==> config.mk <==
export PLATFORM = sky130hd
export DESIGN_NAME = svc_axil_arbiter_rd
export DESIGN_NICKNAME = d
export VERILOG_FILES = /design/src/rtl/svc_axil_pkg.sv /design/src/rtl/svc_rr_pick.sv /design/src/rtl/svc_axil_arbiter_rd.sv
export SDC_FILE = /design/constraint.sdc
export NUM_CORES = 1
export LEC_CHECK = 0
export BUFFER_PORTS_ARGS = -buffer_cell sky130_fd_sc_hd__buf_2
export CORE_MARGIN = 4
export CORE_UTILIZATION = 42
export CTS_BUF_LIST = sky130_fd_sc_hd__clkbuf_4
export DETAILED_ROUTE_END_ITERATION = 10
export GPL_TIMING_DRIVEN = 0
export PLACE_DENSITY = 0.9
export RECOVER_POWER = 25
export SLEW_MARGIN = 20
export SYNTH_ARGS = -nofsm -noshare
export SYNTH_HDL_FRONTEND = slang
export SYNTH_SLANG_ARGS = --single-unit
==> constraint.sdc <==
create_clock -name clk -period 2.4 [get_ports clk]
set_input_delay 0.12 -clock clk [delete_from_list [all_inputs] [get_ports clk]]
set_output_delay 0.12 -clock clk [all_outputs]
set_load 0.01 [all_outputs]
==> src/rtl/svc_axil_pkg.sv <==
`default_nettype none
// ============================================================================
// Module      : svc_axil_pkg
// Description : Shared AXI-Lite definitions for the read and write arbiters.
//               Holds the AXI response encodings and the arbiter state type.
// Revision    : 1.0 - initial release
// ============================================================================
package svc_axil_pkg;

  // AXI response encodings. These pass through the arbiters untouched.
  localparam logic [1:0] C_RESP_OKAY   = 2'b00;
  localparam logic [1:0] C_RESP_SLVERR = 2'b10;
  localparam logic [1:0] C_RESP_DECERR = 2'b11;

  // Arbiter transaction phases: waiting for a request, address presented
  // downstream, waiting for the response beat.
  typedef enum logic [1:0] {
    ST_IDLE = 2'd0,
    ST_ADDR = 2'd1,
    ST_RESP = 2'd2
  } axil_state_e;

endpackage
`default_nettype wire

==> src/rtl/svc_rr_pick.sv <==
`default_nettype none
// ============================================================================
// Module      : svc_rr_pick
// Description : Combinational round-robin picker. Returns the first asserted
//               request at or above i_rr_ptr, wrapping modulo NUM_M.
// Ports       : i_req     - request vector, one bit per manager
//               i_rr_ptr  - index with the highest priority this round
//               o_winner  - index of the selected request
//               o_valid   - at least one request is asserted
// Revision    : 1.0 - initial release
// ============================================================================
module svc_rr_pick #(
  parameter int NUM_M   = 2,
  parameter int GRANT_W = (NUM_M > 1) ? $clog2(NUM_M) : 1
) (
  input  logic [NUM_M-1:0]   i_req,
  input  logic [GRANT_W-1:0] i_rr_ptr,
  output logic [GRANT_W-1:0] o_winner,
  output logic               o_valid
);

  logic [2*NUM_M-1:0] req_dbl;
  logic [NUM_M-1:0]   req_rot;
  int                 pos;
  int                 sum;

  always_comb begin
    // Rotate so that bit 0 of req_rot is the manager at i_rr_ptr; the lowest
    // set bit of req_rot is then the offset of the winner from the pointer.
    req_dbl  = {i_req, i_req} >> i_rr_ptr;
    req_rot  = req_dbl[NUM_M-1:0];
    pos      = 0;
    o_valid  = 1'b0;
    // Descending scan: the last hit (smallest offset) wins.
    for (int off = NUM_M - 1; off >= 0; off--) begin
      if (req_rot[off]) begin
        pos     = off;
        o_valid = 1'b1;
      end
    end
    sum = int'(i_rr_ptr) + pos;
    if (sum >= NUM_M) begin
      sum = sum - NUM_M;
    end
    o_winner = GRANT_W'(sum);
  end

endmodule
`default_nettype wire

==> src/rtl/svc_axil_arbiter_rd.sv <==
`default_nettype none
// ============================================================================
// Module      : svc_axil_arbiter_rd
// Description : AXI-Lite read-channel arbiter. Merges NUM_M upstream read
//               managers onto one downstream read port, one transaction in
//               flight, round-robin fairness between managers.
// Ports       : clk, rst          - clock, async active-high reset
//               s_axil_ar*        - per-manager read address channels
//               s_axil_r*         - per-manager read data channels
//               m_axil_ar*        - downstream read address (registered)
//               m_axil_r*         - downstream read data (combinational path)
// Revision    : 1.0 - initial release
// ============================================================================
module svc_axil_arbiter_rd
  import svc_axil_pkg::*;
#(
  parameter int NUM_M           = 2,
  parameter int AXIL_ADDR_WIDTH = 32,
  parameter int AXIL_DATA_WIDTH = 32
) (
  input  logic                             clk,
  input  logic                             rst,
  input  logic [NUM_M-1:0]                 s_axil_arvalid,
  input  logic [NUM_M*AXIL_ADDR_WIDTH-1:0] s_axil_araddr,
  output logic [NUM_M-1:0]                 s_axil_arready,
  output logic [NUM_M-1:0]                 s_axil_rvalid,
  output logic [NUM_M*AXIL_DATA_WIDTH-1:0] s_axil_rdata,
  output logic [NUM_M*2-1:0]               s_axil_rresp,
  input  logic [NUM_M-1:0]                 s_axil_rready,
  output logic                             m_axil_arvalid,
  output logic [AXIL_ADDR_WIDTH-1:0]       m_axil_araddr,
  input  logic                             m_axil_arready,
  input  logic                             m_axil_rvalid,
  input  logic [AXIL_DATA_WIDTH-1:0]       m_axil_rdata,
  input  logic [1:0]                       m_axil_rresp,
  output logic                             m_axil_rready
);

  localparam int GRANT_W = (NUM_M > 1) ? $clog2(NUM_M) : 1;

  axil_state_e                state_q, state_d;
  logic [GRANT_W-1:0]         grant_q, grant_d;
  logic [GRANT_W-1:0]         rr_ptr_q, rr_ptr_d;
  logic                       arvalid_q, arvalid_d;
  logic [AXIL_ADDR_WIDTH-1:0] araddr_q, araddr_d;

  logic [GRANT_W-1:0]         pick_idx;
  logic                       pick_valid;
  logic [GRANT_W-1:0]         grant_inc;

  svc_rr_pick #(
    .NUM_M   (NUM_M),
    .GRANT_W (GRANT_W)
  ) u_pick (
    .i_req    (s_axil_arvalid),
    .i_rr_ptr (rr_ptr_q),
    .o_winner (pick_idx),
    .o_valid  (pick_valid)
  );

  // Next round starts just past the manager that was served. With NUM_M = 1
  // this always yields 0, so the pointer never moves.
  assign grant_inc = (int'(grant_q) == NUM_M - 1) ? '0 : grant_q + GRANT_W'(1);

  // Response data and status fan out to every lane; only rvalid is steered.
  assign s_axil_rdata   = {NUM_M{m_axil_rdata}};
  assign s_axil_rresp   = {NUM_M{m_axil_rresp}};
  assign m_axil_arvalid = arvalid_q;
  assign m_axil_araddr  = araddr_q;

  always_comb begin
    state_d        = state_q;
    grant_d        = grant_q;
    rr_ptr_d       = rr_ptr_q;
    arvalid_d      = arvalid_q;
    araddr_d       = araddr_q;
    s_axil_arready = '0;
    s_axil_rvalid  = '0;
    m_axil_rready  = 1'b0;

    case (state_q)
      ST_IDLE: begin
        // Reset is checked here so no arready leaks out while rst is held.
        if (pick_valid && !rst) begin
          s_axil_arready[pick_idx] = 1'b1;
          grant_d   = pick_idx;
          araddr_d  = s_axil_araddr[int'(pick_idx)*AXIL_ADDR_WIDTH +: AXIL_ADDR_WIDTH];
          arvalid_d = 1'b1;
          state_d   = ST_ADDR;
        end
      end
      ST_ADDR: begin
        if (arvalid_q && m_axil_arready) begin
          arvalid_d = 1'b0;
          state_d   = ST_RESP;
        end
      end
      ST_RESP: begin
        s_axil_rvalid[grant_q] = m_axil_rvalid;
        m_axil_rready          = s_axil_rready[grant_q];
        if (m_axil_rvalid && s_axil_rready[grant_q]) begin
          rr_ptr_d = grant_inc;
          state_d  = ST_IDLE;
        end
      end
      default: begin
        state_d = ST_IDLE;
      end
    endcase
  end

  always_ff @(posedge clk or posedge rst) begin
    if (rst) begin
      state_q   <= ST_IDLE;
      grant_q   <= '0;
      rr_ptr_q  <= '0;
      arvalid_q <= 1'b0;
      araddr_q  <= '0;
    end else begin
      state_q   <= state_d;
      grant_q   <= grant_d;
      rr_ptr_q  <= rr_ptr_d;
      arvalid_q <= arvalid_d;
      araddr_q  <= araddr_d;
    end
  end

endmodule
`default_nettype wire
==> Yosys cells after proc, flatten, opt, wreduce, memory -nomap -nowiden <==
Cells that the tools add are included.
{ "word_totals": {"reg_bits": 37, "inputBits": 106, "out_inout_bits": 106, "wordCells": 56} }
{ "classes": {"addsub": 3, "magnitude_cmp": 5, "n_eq_ne": 5, "shift": 2, "muxes": 23, "bitwise_logic": 1, "n_reduce_logical": 12} }
{ "op_table": {"columns": ["cell", "n"], "rows": [
  ["64-bit by 7-bit variable part select with 32-bit output", 1],
  ["1-bit two-way mux", 13],
  ["2-bit two-way mux", 6],
  ["2-bit != test, second input constant", 3],
  ["2-bit case mux with 3 select lines", 1],
  ["3-bit AND reduction", 2],
  ["1-bit logical AND", 5],
  ["1-bit by 2-bit less-than comparator with 1-bit output, second input constant", 2],
  ["2-bit AND reduction", 2],
  ["4-bit by 1-bit right shift with 2-bit output", 1],
  ["1-bit by 1-bit adder with 2-bit output", 1],
  ["2-bit bitwise AND", 1],
  ["1-bit demux with 1-bit select", 2],
  ["2-bit by 1-bit == test with 1-bit output, second input constant", 1],
  ["2-bit == test, second input constant", 1],
  ["1-bit >= comparator, second input constant", 2],
  ["2-bit >= comparator, second input constant", 1],
  ["2-bit logical NOT", 1],
  ["1-bit case mux with 2 select lines", 1],
  ["2-bit nonzero test", 1],
  ["1-bit adder, second input constant", 1],
  ["1-bit logical NOT", 1],
  ["1-bit subtractor, second input constant", 1]
]} }

==> Depth between registers and ports, before layout <==
{ "depth": {"ltp_word": 12, "ltp_mapped": 6, "depth_no_buf": 3} }

==> Hierarchy <==
Synthesis repeated with hierarchy kept, for this count alone.
{ "hier_totals": {"hier_cells": 238, "area_unflattened_um2": 2308.5} }
{ "by_module_without_submodules": {"columns": ["module", "n_inst", "cells_each", "area_each_um2", "seq_area_each_um2"], "rows": [
  ["svc_axil_arbiter_rd", 1, 235, 2287.2, 925.9],
  ["svc_rr_pick", 1, 3, 21.3, 0.0]
]} }

==> Least setup slack after synthesis <==
Ideal clock, no wire load.
{ "synth_timing": {"path_type": "flip-flop to output port", "from": "register state_q[0]", "to": "output port s_axil_arready[1]", "arrival_time_ns": 1.408, "path_slack_ns": 0.872, "path_stages_with_launch": 5, "n_path_buf": 2, "path_cell_list": "dfrtp_1 > or3_1 > buf_6 > buf_8 > nor3b_1"} }
{ "synth_between": {"elab_chain_len": 2} }
{ "synth_rtl": {"columns": ["item", "line", "text"], "rows": [
  ["start: declaration", "svc_axil_arbiter_rd.sv:41", "axil_state_e state_q, state_d;"],
  ["start signal: assignment", "svc_axil_arbiter_rd.sv:120", "state_q <= state_d;"],
  ["2-bit logical NOT", "svc_axil_arbiter_rd.sv:81", "case (state_q)"],
  ["2-bit two-way mux", "svc_axil_arbiter_rd.sv:81", null],
  ["end: declaration", "svc_axil_arbiter_rd.sv:25", "output logic [NUM_M-1:0] s_axil_arready,"]
]} }
Every way passes these cells.

==> Worst setup path in the final report <==
Ends and elaborated chain as after synthesis.

==> impl_metrics.yaml <==
floorplanning:
  initial_utilization: 0.442
  die_h_microns: 84.8
  core.rowCount: 27
  die_area_sq_um: 7190
  die_w_microns: 84.8
  coreArea_sq_um: 5610
  io_pins: 212
power_and_ir_drop:
  comb_power_share: 0.523
  power.switching_mw: 1.21
  switching_share: 0.401
  p_int_mw: 1.80
  seq_power_share: 0.370
  pwr_density_cell_nw_per_um2: 828
  irDropWorstVdd_mv: 0.417
  power_leakage_nw: 1.86
  clkPwrFrac: 0.107
detailed_routing:
  wl_met1_microns: 2930
  drt-wirelength-per-cell_microns: 15.8
  ant_nets: 0
  first_pass_iters: 4
  drt_first_iter_violations: 103
  top_layer: "met4"
  vias: 2560
  wl_met2_microns: 4520
  wirelength_microns: 8220
  route.met3.wl_microns: 705
  drc: 0
  viasPerCell: 4.92
logic_synthesis:
  yosys_warnings: 0
  ys_ff_latch: 37
  yosysSeqAreaShare: 0.374
  synth_top_family_by_area: "buffers and inverters"
  synth_nets: 353
  postSynthAreaPerCell_sq_um: 10.0
  netlist_area_sq_um: 2480
  synth_compound_area_frac: 0.144
  synth_simple_gate_area_frac: 0.213
  synthAdderAreaFrac: 0
  syn_inst: 247
  synth_cell_types: 23
  yosys-mux-area-fraction: 0.00404
  synth-xor-area-share: 0
clock_network:
  cts_tree: "done"
  cts_max_level: 2
  cts_root_buffer: "clkbuf_4"
  cts_resized: 0
  cts_buffers: 5
  clk_pin_slew_ns: 0.12
  clock_latency_ns: 0.33
  cts_setup_buffers: 0
  cts_max_path_buffers: 2
  clock-sinks: 37
setup_path:
  worstPathMaxFanout: 10
  path_cells: "or3_1 > buf_6 > buf_8 > nor3b_1 > buf_2"
  worst_r2r_endpoint: "m_axil_araddr[15]$_DFFE_PP0P_"
  cp_num_buf_inv: 3
  rrSetupSlack_ns: 0.70
  regToRegStartpoint: "state_q[0]$_DFFE_PP0P_"
  critPathMaxStageDelay_ns: 0.47
  worstSetupEndpoint: "s_axil_arready[1]"
  crit_slowest_cell: "dfrtp_1"
  critPathCaptureType: "primary output"
  crit_start: "state_q[0]$_DFFE_PP0P_"
  worstPathArrival_ns: 1.84
  rr_worst_depth: 4
  path_depth: 5
  required_ns: 2.28
  crit_type: "reg2out"
  critPathTopFamily: "simple AND/OR/NAND/NOR gates"
  cp-start-kind: "flip-flop"
grt:
  grt_max_degree: 25
  grt_pass1_wl_microns: 12600
  grt_usage: 0.218
  grt-ovfl-total: 0
  grt_pass1_vias: 2631
  antenna_found_initial: 0
sta:
  rsz0062_at_grt: "no"
  layout_min_cycle_time_ns: 1.96
  fin_setup_tns_ns: 0
  period_share: 0.817
  fmax_mhz: 510
  finalHoldViolations: 0
  clock_skew_ns: 0.0108
  setup_viol: 0
  relSlewSlack: 0.666
  slew_viol_final: 0
  whs_ns: 0.0153
  worst_pin_slew_ns: 0.501
  layout_setup_ws_ns: 0.439
worst_hold_path:
  hold_class: "in2reg"
  hold_start: "s_axil_araddr[31]"
placed_design:
  hpwlAfterDp_microns: 6470
  dp_cells: 496
  gp_congestion: 0.881
  pre_cts_ws_ns: 0.713
  buffer_ports.inserted: 176
cells_and_area:
  most-common-layout-cells: "buf_2, buf_4, clkbuf_1"
  final_common_cell: "buf_2"
  antenna_cells: 0
  final_layout_size_suffix_gt1_frac: 0.565
  final-instance-count-excl-fill: 520
  layout.nets: 553
  area_growth_pct: 46.7
job:
  drv_cap: 0
status:
  status: "completed"
==> worst min-delay path by stage <==
stage / end / slack, ns / depth (start not counted)
2_1_floorplan: m_axil_araddr[0]$_DFFE_PP0P_ / 0.27 / 1
3_3_place_gp: m_axil_araddr[1]$_DFFE_PP0P_ / 0.35 / 2
3_5_place_dp: state_q[0]$_DFFE_PP0P_ / 0.13 / 2
4_1_cts: m_axil_araddr[8]$_DFFE_PP0P_ / 0.0006 / 2
5_1_grt: m_axil_araddr[17]$_DFFE_PP0P_ / 0.0004 / 2
6_report: m_axil_araddr[31]$_DFFE_PP0P_ / 0.02 / 2
==> Yosys cell counts <==
cell type	instances	share of area
and3_1	1	0.0025
nor3_2	30	0.12
mux2i_1	1	0.0040
o21ai_0	3	0.0061
nor3_1	3	0.0061
nor2_1	2	0.0030
buf_8	3	0.018
o21ai_2	1	0.0035
dfrtp_1	37	0.37
a221o_1	32	0.13
inv_1	3	0.0045
buf_6	3	0.014
nor2b_1	1	0.0025
nand4b_1	1	0.0035
buf_4	68	0.21
buf_2	7	0.014
nand3b_1	3	0.0091
or3_1	1	0.0025
nor3b_1	2	0.0061
a21oi_1	1	0.0020
o31ai_1	1	0.0030
clkbuf_1	6	0.0091
nand2_1	37	0.056
==> through the flow <==
step	cell area, sq um	util	power (mW)
finish	3630	0.648	3.01
global route	3630	0.648	3.21
CTS	3670	0.655	3.05
detailed placement	3480	0.620	2.70
global placement	3450	0.615	2.64
floorplan	2480	-	2.09
==> layout make-up <==
cell class | count | area (sq um)
buffer | 87 | 647
clock buffer | 5 | 37.5
clock inverter | 3 | 17.5
fill | 490 | 1970
inverter | 3 | 11.3
multi-input combinational | 120 | 893
sequential | 37 | 926
tap | 72 | 90.1
timing repair buffer | 193 | 1010
==> worst register-to-register path, delay by kind of cell (launching register included) <==
kind	cells	cell delay (ns)
buffers and inverters	1	0.27
AOI/OAI and AO/OA	2	0.58
DFF	1	0.47
and+or+nand+nor	1	0.24
==> power by group through the flow <==
stage          registers [mW]  logic [mW]  clock network, mW
6_report                 1.12        1.57              0.322
5_1_grt                  1.15        1.70              0.363
4_1_cts                  1.11        1.60              0.338
3_5_place_dp             1.12        1.58                  0
3_3_place_gp             1.10        1.54                  0
2_1_floorplan            1.22       0.869                  0
==> flip-flops by register name, indices dropped and copies added, names as in the netlist <==
name and cells:
rr_ptr_q 1, grant_q 1, state_q 2, m_axil_arvalid 1
m_axil_araddr 32
==> routing by layer <==
| metal | track usage | up-vias |
|---|---|---|
| li1 | - | 1204 |
| met1 | 0.229 | 1218 |
| met2 | 0.421 | 130 |
| met3 | 0.0677 | 8 |
| met4 | 0.0460 | 0 |
| met5 | 0 | - |
==> kinds of logic after synthesis <==
group,Yosys count
AOI/OAI and AO/OA,38
DFF,37
buffers and inverters,90
muxes,1
and+or+nand+nor,81
==> what timing repair did <==
action                                  in CTS  in global routing
hold buffers                                14                  2
hold endpoints to repair                    26                  2
endpoints found under the setup margin       0                  0
(Power assumes the default switching activity.)
